**config.mk**
```make
export PLATFORM = sky130hd
export DESIGN_NAME = bird_physics
export DESIGN_NICKNAME = d
export VERILOG_FILES = /design/src/rtl/bird_physics.sv
export SDC_FILE = /design/constraint.sdc
export NUM_CORES = 1
export LEC_CHECK = 0
export CORE_MARGIN = 5
export CORE_UTILIZATION = 35
export CTS_CLUSTER_DIAMETER = 100
export DETAILED_ROUTE_END_ITERATION = 10
export PLACE_DENSITY = 0.6
export SETUP_SLACK_MARGIN = 0.05
export SLEW_MARGIN = 10
export SYNTH_ARGS = -nofsm -noshare
export SYNTH_HDL_FRONTEND = slang
export SYNTH_SLANG_ARGS = --single-unit
```
**constraint.sdc**
```tcl
create_clock -name clk -period 2.95 [get_ports clk]
set_input_delay 0.59 -clock clk [delete_from_list [all_inputs] [get_ports clk]]
set_output_delay 0.59 -clock clk [all_outputs]
set_load 0.05 [all_outputs]
```
**src/rtl/bird_physics.sv**
```systemverilog
// Vertical physics for a flappy-style sprite: gravity, jump impulse,
// terminal velocity and ceiling/floor collision, advanced on a divided tick.
module bird_physics #(
  parameter int SCREEN_H     = 768,
  parameter int BIRD_H       = 50,
  parameter int START_Y      = 300,
  parameter int GRAVITY      = 1,
  parameter int JUMP_VEL     = -17,
  parameter int MAX_FALL_VEL = 12,
  parameter int TICK_DIV     = 900_000,
  parameter int Y_W          = 11,
  parameter int V_W          = 8
) (
  input  logic                  clk,
  input  logic                  rst,
  input  logic                  game_rst,
  input  logic                  jump,
  input  logic                  pause,
  output logic [Y_W-1:0]        bird_y,
  output logic signed [V_W-1:0] velocity,
  output logic [1:0]            state,
  output logic                  tick,
  output logic                  collision
);

  typedef enum logic [1:0] {IDLE = 2'b00, FLY = 2'b01, DEAD = 2'b10} state_e;

  localparam int CW    = $clog2(TICK_DIV);
  localparam int FLOOR = SCREEN_H - BIRD_H;
  localparam logic signed [V_W-1:0] JV   = V_W'(JUMP_VEL);
  localparam logic signed [V_W-1:0] VMAX = V_W'(MAX_FALL_VEL);

  state_e                state_q, state_d;
  logic [Y_W-1:0]        y_q, y_d;
  logic signed [V_W-1:0] v_q, v_d;
  logic [CW-1:0]         cnt_q, cnt_d;
  logic                  pend_q, pend_d;
  logic                  coll_q, coll_d;

  logic                  tick_w, pend_w, hit_top, hit_bot;
  logic signed [Y_W+1:0] new_y;
  logic signed [V_W:0]   v_grav;

  assign tick_w  = (state_q == FLY) && !pause && (cnt_q == CW'(TICK_DIV - 1));
  assign pend_w  = pend_q | jump;
  // Two guard bits keep the sum from wrapping past either screen edge.
  assign new_y   = $signed({2'b00, y_q}) + $signed({{(Y_W+2-V_W){v_q[V_W-1]}}, v_q});
  assign v_grav  = $signed({v_q[V_W-1], v_q}) + $signed((V_W+1)'(GRAVITY));
  assign hit_top = (new_y <= 0);
  assign hit_bot = (new_y >= FLOOR);

  always_ff @(posedge clk) begin
    if (rst || game_rst) begin
      state_q <= IDLE;
      y_q     <= Y_W'(START_Y);
      v_q     <= '0;
      cnt_q   <= '0;
      pend_q  <= 1'b0;
      coll_q  <= 1'b0;
    end else begin
      state_q <= state_d;
      y_q     <= y_d;
      v_q     <= v_d;
      cnt_q   <= cnt_d;
      pend_q  <= pend_d;
      coll_q  <= coll_d;
    end
  end

  always_comb begin
    state_d = state_q;
    case (state_q)
      IDLE:    if (jump) state_d = FLY;
      FLY:     if (tick_w && (hit_top || hit_bot)) state_d = DEAD;
      DEAD:    state_d = DEAD;
      default: state_d = IDLE;
    endcase
  end

  always_comb begin
    y_d    = y_q;
    v_d    = v_q;
    cnt_d  = cnt_q;
    pend_d = pend_q;
    coll_d = coll_q;
    case (state_q)
      IDLE: begin
        y_d    = Y_W'(START_Y);
        v_d    = jump ? JV : '0;
        cnt_d  = '0;
        pend_d = 1'b0;
        coll_d = 1'b0;
      end
      FLY: if (!pause) begin
        cnt_d  = tick_w ? '0 : cnt_q + CW'(1);
        pend_d = pend_w;
        if (tick_w) begin
          pend_d = 1'b0;
          v_d    = pend_w ? JV : ((v_grav > $signed({VMAX[V_W-1], VMAX})) ? VMAX : v_grav[V_W-1:0]);
          if (hit_top) begin
            y_d    = '0;
            v_d    = '0;
            coll_d = 1'b1;
          end else if (hit_bot) begin
            y_d    = Y_W'(FLOOR);
            v_d    = '0;
            coll_d = 1'b1;
          end else begin
            y_d    = new_y[Y_W-1:0];
          end
        end
      end
      DEAD: begin
        v_d    = '0;
        coll_d = 1'b1;
      end
      default: ;
    endcase
  end

  assign bird_y    = y_q;
  assign velocity  = v_q;
  assign state     = state_q;
  assign tick      = tick_w;
  assign collision = coll_q;

endmodule

```
Word level (Yosys, flattened, before mapping)
Index checks and enable logic that the tools add are counted.

storage, ports and cells
  bits in registers = 43
  input bits = 5
  output and inout bits = 23
  logic and storage cells = 62

operators by class
  add/subtract/negate cells = 3
  $lt $le $gt $ge = 3
  eq/ne operators = 8
  muxes and demuxes = 27
  bitwise operators = 1
  reductions and logical operators = 14

operator list
  kind                     number
  $mux W8                  7
  $mux W11                 4
  $mux W20                 2
  $pmux W20 S2             1
  $pmux W8 S3              1
  $pmux W11 S2             1
  $add A20 B1 Y20 const B  1
  $eq A20 B20 Y1 const B   1
  $add A12 B8 Y13          1
  $ge A13 B11 Y1 const B   1
  $le A13 B1 Y1 const B    1
  $add A8 B2 Y9 const B    1
  $gt A9 B5 Y1 const B     1
  $mux W1                  6
  $ne A2 B2 Y1 const B     3
  $pmux W2 S3              1
  $reduce_and A3 Y1        2
  $mux W2                  2
  $reduce_and A2 Y1        2
  $reduce_and A4 Y1        1
  $logic_and A1 B1 Y1      3
  $ne A3 B3 Y1 const B     1
  $pmux W1 S3              1
  $reduce_bool A3 Y1       1
  other kinds (9)          10

Depth between registers and ports, before layout
  depth after elaboration = 9
  mapped depth = 12
  depth with buffers taken out = 11

Worst setup path before layout
No wires, ideal clock.

  path kind = reg-to-reg
  start = register v_q[0], in the netlist velocity[0]
  end = register v_q[0], in the netlist velocity[0]
  library setup time = 0.138 ns
  arrival = 3.357 ns
  required time = 2.812 ns
  slack = -0.545 ns
  stages on the path, launching flop included = 13
  buffers on the path = 1
  period minus slack after synthesis = 3.495 ns
  cell sequence = dfxtp_1 ha_1 inv_1 fa_1 nand2b_1 a2111oi_0 mux2i_1 a2111oi_0 nand3_1 and2_0 buf_2 a31oi_4 nor3_1

between the ends
  cells in the longest elaborated chain, start to end = 9
  elaborated cells between the ends (all ways) = 12
  classes of those cells = add/sub: 2; order compare: 3; mux: 7

ends and longest elaborated chain
  element                 RTL line  source
  start, declared         35        logic signed [V_W-1:0] v_q, v_d;
  start signal, assigned  63        v_q <= v_d;
  $add A8 B2 Y9           48        assign v_grav = $signed({v_q[V_W-1], v_q}) + $signed((V_W+1)'(GRAVITY));
  $gt A9 B5 Y1            99        v_d = pend_w ? JV : ((v_grav > $signed({VMAX[V_W-1], VMAX})) ? VMAX : v_grav[V_W-1:0]);
  $mux W8 (2 in series)   99
  $mux W8                 104       end else if (hit_bot) begin
  $mux W8 (*)             100       if (hit_top) begin
  $mux W8 (*)             97        if (tick_w) begin
  $mux W8 (*)             94        FLY: if (!pause) begin
  $pmux W8 S3 (*)         86        case (state_q)

Every way passes the cells marked *; elsewhere a longest branch is shown, timed or not. The select of a mux whose other input is x is not followed.
A chain may end at the register's enable or synchronous reset.

Final worst setup path
  start = register y_q[0], in the netlist bird_y[0]
  end = register v_q[1], in the netlist velocity[1]

between the ends
  cells in the longest elaborated chain, start to end = 7
  elaborated cells between the ends (all ways) = 8
  classes of those cells = add/sub: 1; order compare: 2; mux: 5

ends and longest elaborated chain
  element                 RTL line  source
  start, declared         34        logic [Y_W-1:0] y_q, y_d;
  start signal, assigned  55        y_q <= Y_W'(START_Y);
  start signal, assigned  62        y_q <= y_d;
  $add A12 B8 Y13 (*)     47        assign new_y = $signed({2'b00, y_q}) + $signed({{(Y_W+2-V_W){v_q[V_W-1]}}, v_q});
  $ge A13 B11 Y1          50        assign hit_bot = (new_y >= FLOOR);
  $mux W8                 104
  $mux W8 (*)             100
  $mux W8 (*)             97
  $mux W8 (*)             94
  $pmux W8 S3 (*)         86

Marks and branches as above.

==> qor.txt <==
Outcome = finished clean
Final Critical Period = 2.84 ns
GRT overflow = 0
Distinct cells, synth = 72
Register area share after synthesis = 0.277
Io pins = 28
Skew-Pair Late Insertion Delay = 0.30 ns
CP max-delay cell = dfxtp_4
Crit path max-delay family = compound AO/OA/AOI/OAI gates
Seq cells post-synth = 43
WP data required = 3.15 ns
Worst slew pin tran = 0.525 ns
Crit end category = flip-flop
Post-DP HPWL = 6590 um
Final count of hold timing violations = 0
TritonCTS clock tree = done
CP most frequent cell = a211oi_4
Max_cap viols = 0
Fraction of layout cells with a size suffix above 1 = 0.194
Clock Skew = 0.0131 ns
CTS Buf Count = 5
Total Wirelength = 8500 um
Crit path kind = flip-flop to flip-flop
FP Rows = 34
Largest cells by area after synthesis = dfxtp_1 (28%), ha_1 (7.3%), nor2_1 (5.8%), a21oi_1 (3.9%), nand2_1 (3.9%)
RePlAce Congestion = 0.873
Static Leak = 1.46 nW
Vias per cell = 5.45
Die Span Y = 104 um
Yosys warnings = 0
Number of enable flip-flop cells after synthesis = 0
Number of H-tree levels = 2
Syn Inst Count = 392
Post-Syn Area = 0.00310 sq mm
VDD IR-drop max = 0.000202 V
CTS sink cnt = 43
Power Dens Cells = 355 mW/mm^2
WL/cell = 15.1 um
Total power draw = 0.00141 W
Final net count = 476
Normalized max-slew margin = 0.649
Initial antenna violation count = 0
Critical path fanouts, max = 7
Overall Global Routing Usage = 0.158
Placed cell count = 551
Longest Clk Path Bufs = 2
Die X = 104 um
Mapped Nets = 416
Core box area = 0.00868 sq mm
Area share of the largest cell type after synthesis = 0.277
Drt first pass iters = 4
Slowest cell delay on critical path = 0.37 ns
Crit path DAT = 3.05 ns
Area delta synth->final = 27.7%
Hold-fix buffers at CTS = 0
Critical path cell sequence = ha_4, inv_2, fa_2, and2b_1, o21ai_2, a211oi_4, o22ai_1, a221o_1, a211oi_4, a31oi_4, a2111oi_4
FMAX = 0.352 GHz
Syn avg cell area = 7.92 sq um
Initial Utilization = 0.358
Buffers added on ports = 27
Worst path bufs/invs = 1
Leading area contributor after synthesis = dfxtp_1
Reg clk slew, reported paths = 0.09 ns
Post-route ant nets = 0
Post-route insts no fill = 561
Async SR Flop Fraction = 0
Total number of vias = 3056
Period utilization = 0.964
Die ar. = 0.0109 sq mm
RSZ-0062 raised after global routing = yes
Vias in the first global route = 3054
Hold Path Class = flip-flop to flip-flop
Root Driver = clkbuf_8
1st-iter DRT viols = 113
DR DRC count = 0
Ant. Diodes = 0
Max Transition Viols Final = 0
Primary FF master, synth = dfxtp_1
Pin count of the biggest net entering global routing = 15
Synth cell count leaders = nor2_1 (48), dfxtp_1 (43), nand2_1 (32)
Wire length of the first global-routing pass = 14600 um
Startpoint Class = flip-flop
Most common cell in the netlist = nor2_1
Final setup vio count = 0
[cell families (layout without fill, tap and decap cells)]
logic type      Yosys count  after routing  synth area share
xor+xnor                 21             21            0.0592
mux                       5              5            0.0161
compound gates          110            110             0.269
simple gates            155            155             0.245
buf+inv                  39            100            0.0536
fa+ha+maj                19             19            0.0790
flops                    43             43             0.277
[state kept, by name (all words and copies together), names as in the netlist]
signal,flops
collision,1
state,2
bird_y,11
cnt_q,20
velocity,8
pend_q,1
[layer usage]
metal  routed length [um]  share of wire  global-route usage  vias to the layer above
met3                  243          0.029              0.0329                        8
met1                 4070           0.48               0.210                     1451
met5                    0              0                   0                        -
met4                  121          0.014              0.0444                        0
li1                     -              -                   -                     1550
met2                 4060           0.48               0.258                       47
[cell usage in the layout (no fill, tap or decap), types with 5 or more instances in the layout]
| cell | count |
|---|---|
| nor2_1 | 47 |
| buf_4 | 42 |
| nand2_1 | 32 |
| dfxtp_1 | 30 |
| clkdlybuf4s50_1 | 26 |
| a21oi_1 | 23 |
| inv_1 | 22 |
| o21ai_0 | 18 |
| nand3_1 | 16 |
| ha_1 | 15 |
| nor3_1 | 12 |
| xor2_1 | 11 |
| or3_1 | 10 |
| xnor2_1 | 10 |
| dfxtp_2 | 10 |
| nand4_1 | 8 |
| a21o_1 | 5 |
| a22o_1 | 5 |
| mux2i_1 | 5 |
| clkbuf_8 | 5 |
[power breakdown]
part           switching, W  internal (W)
Sequential       0.00000890      0.000588
Combinational      0.000208      0.000144
Clock              0.000205      0.000254
Total              0.000422      0.000986
[worst reg2reg max path, cell delays in order, from the launching register on]
cell and delay (ns):
dfxtp_4 0.37, ha_4 0.14, inv_2 0.04, fa_2 0.36, and2b_1 0.24, o21ai_2 0.10
a211oi_4 0.28, o22ai_1 0.12, a221o_1 0.36, a211oi_4 0.34, a31oi_4 0.21, a2111oi_4 0.21
[cell type report]
class                           instances  area (sq um)
Multi-Input combinational cell        310          2160
Inverter                               23          86.3
Sequential cell                        43           885
Timing Repair Buffer                   69           596
Clock buffer                            7          76.3
Clock inverter                          1          30.0
Tap cell                              108           135
Fill cell                             881          4710
[final timing paths]
path	start	to	slack [ns]	cells past startpoint
min	bird_y[4]	bird_y[4]	0.48	2
max reg2reg	bird_y[0]	velocity[1]	0.11	11
min reg2reg	bird_y[4]	bird_y[4]	0.48	2
max	bird_y[0]	velocity[1]	0.11	11
[stage by stage]
stage	worst slack, ns	hold slack (ns)	area (sq um)	TNS [ns]	util
floorplan	-0.00512	0.455	3150	-0.00942	-
global placement	-0.00356	0.457	3790	-0.00356	0.437
detailed placement	-0.0420	0.473	3790	-0.160	0.437
CTS	0.0485	0.487	3910	0	0.451
global route	-0.0408	0.504	3970	-0.114	0.457
finish	0.106	0.484	3970	0	0.457
[repair_timing]
item	CTS	global route
endpoints found under the setup margin	12	21
pin swaps	2	5
gates cloned	0	0
gates resized for setup	6	9
buffers inserted	0	2
No activity file was read; power rests on OpenSTA's default activity.
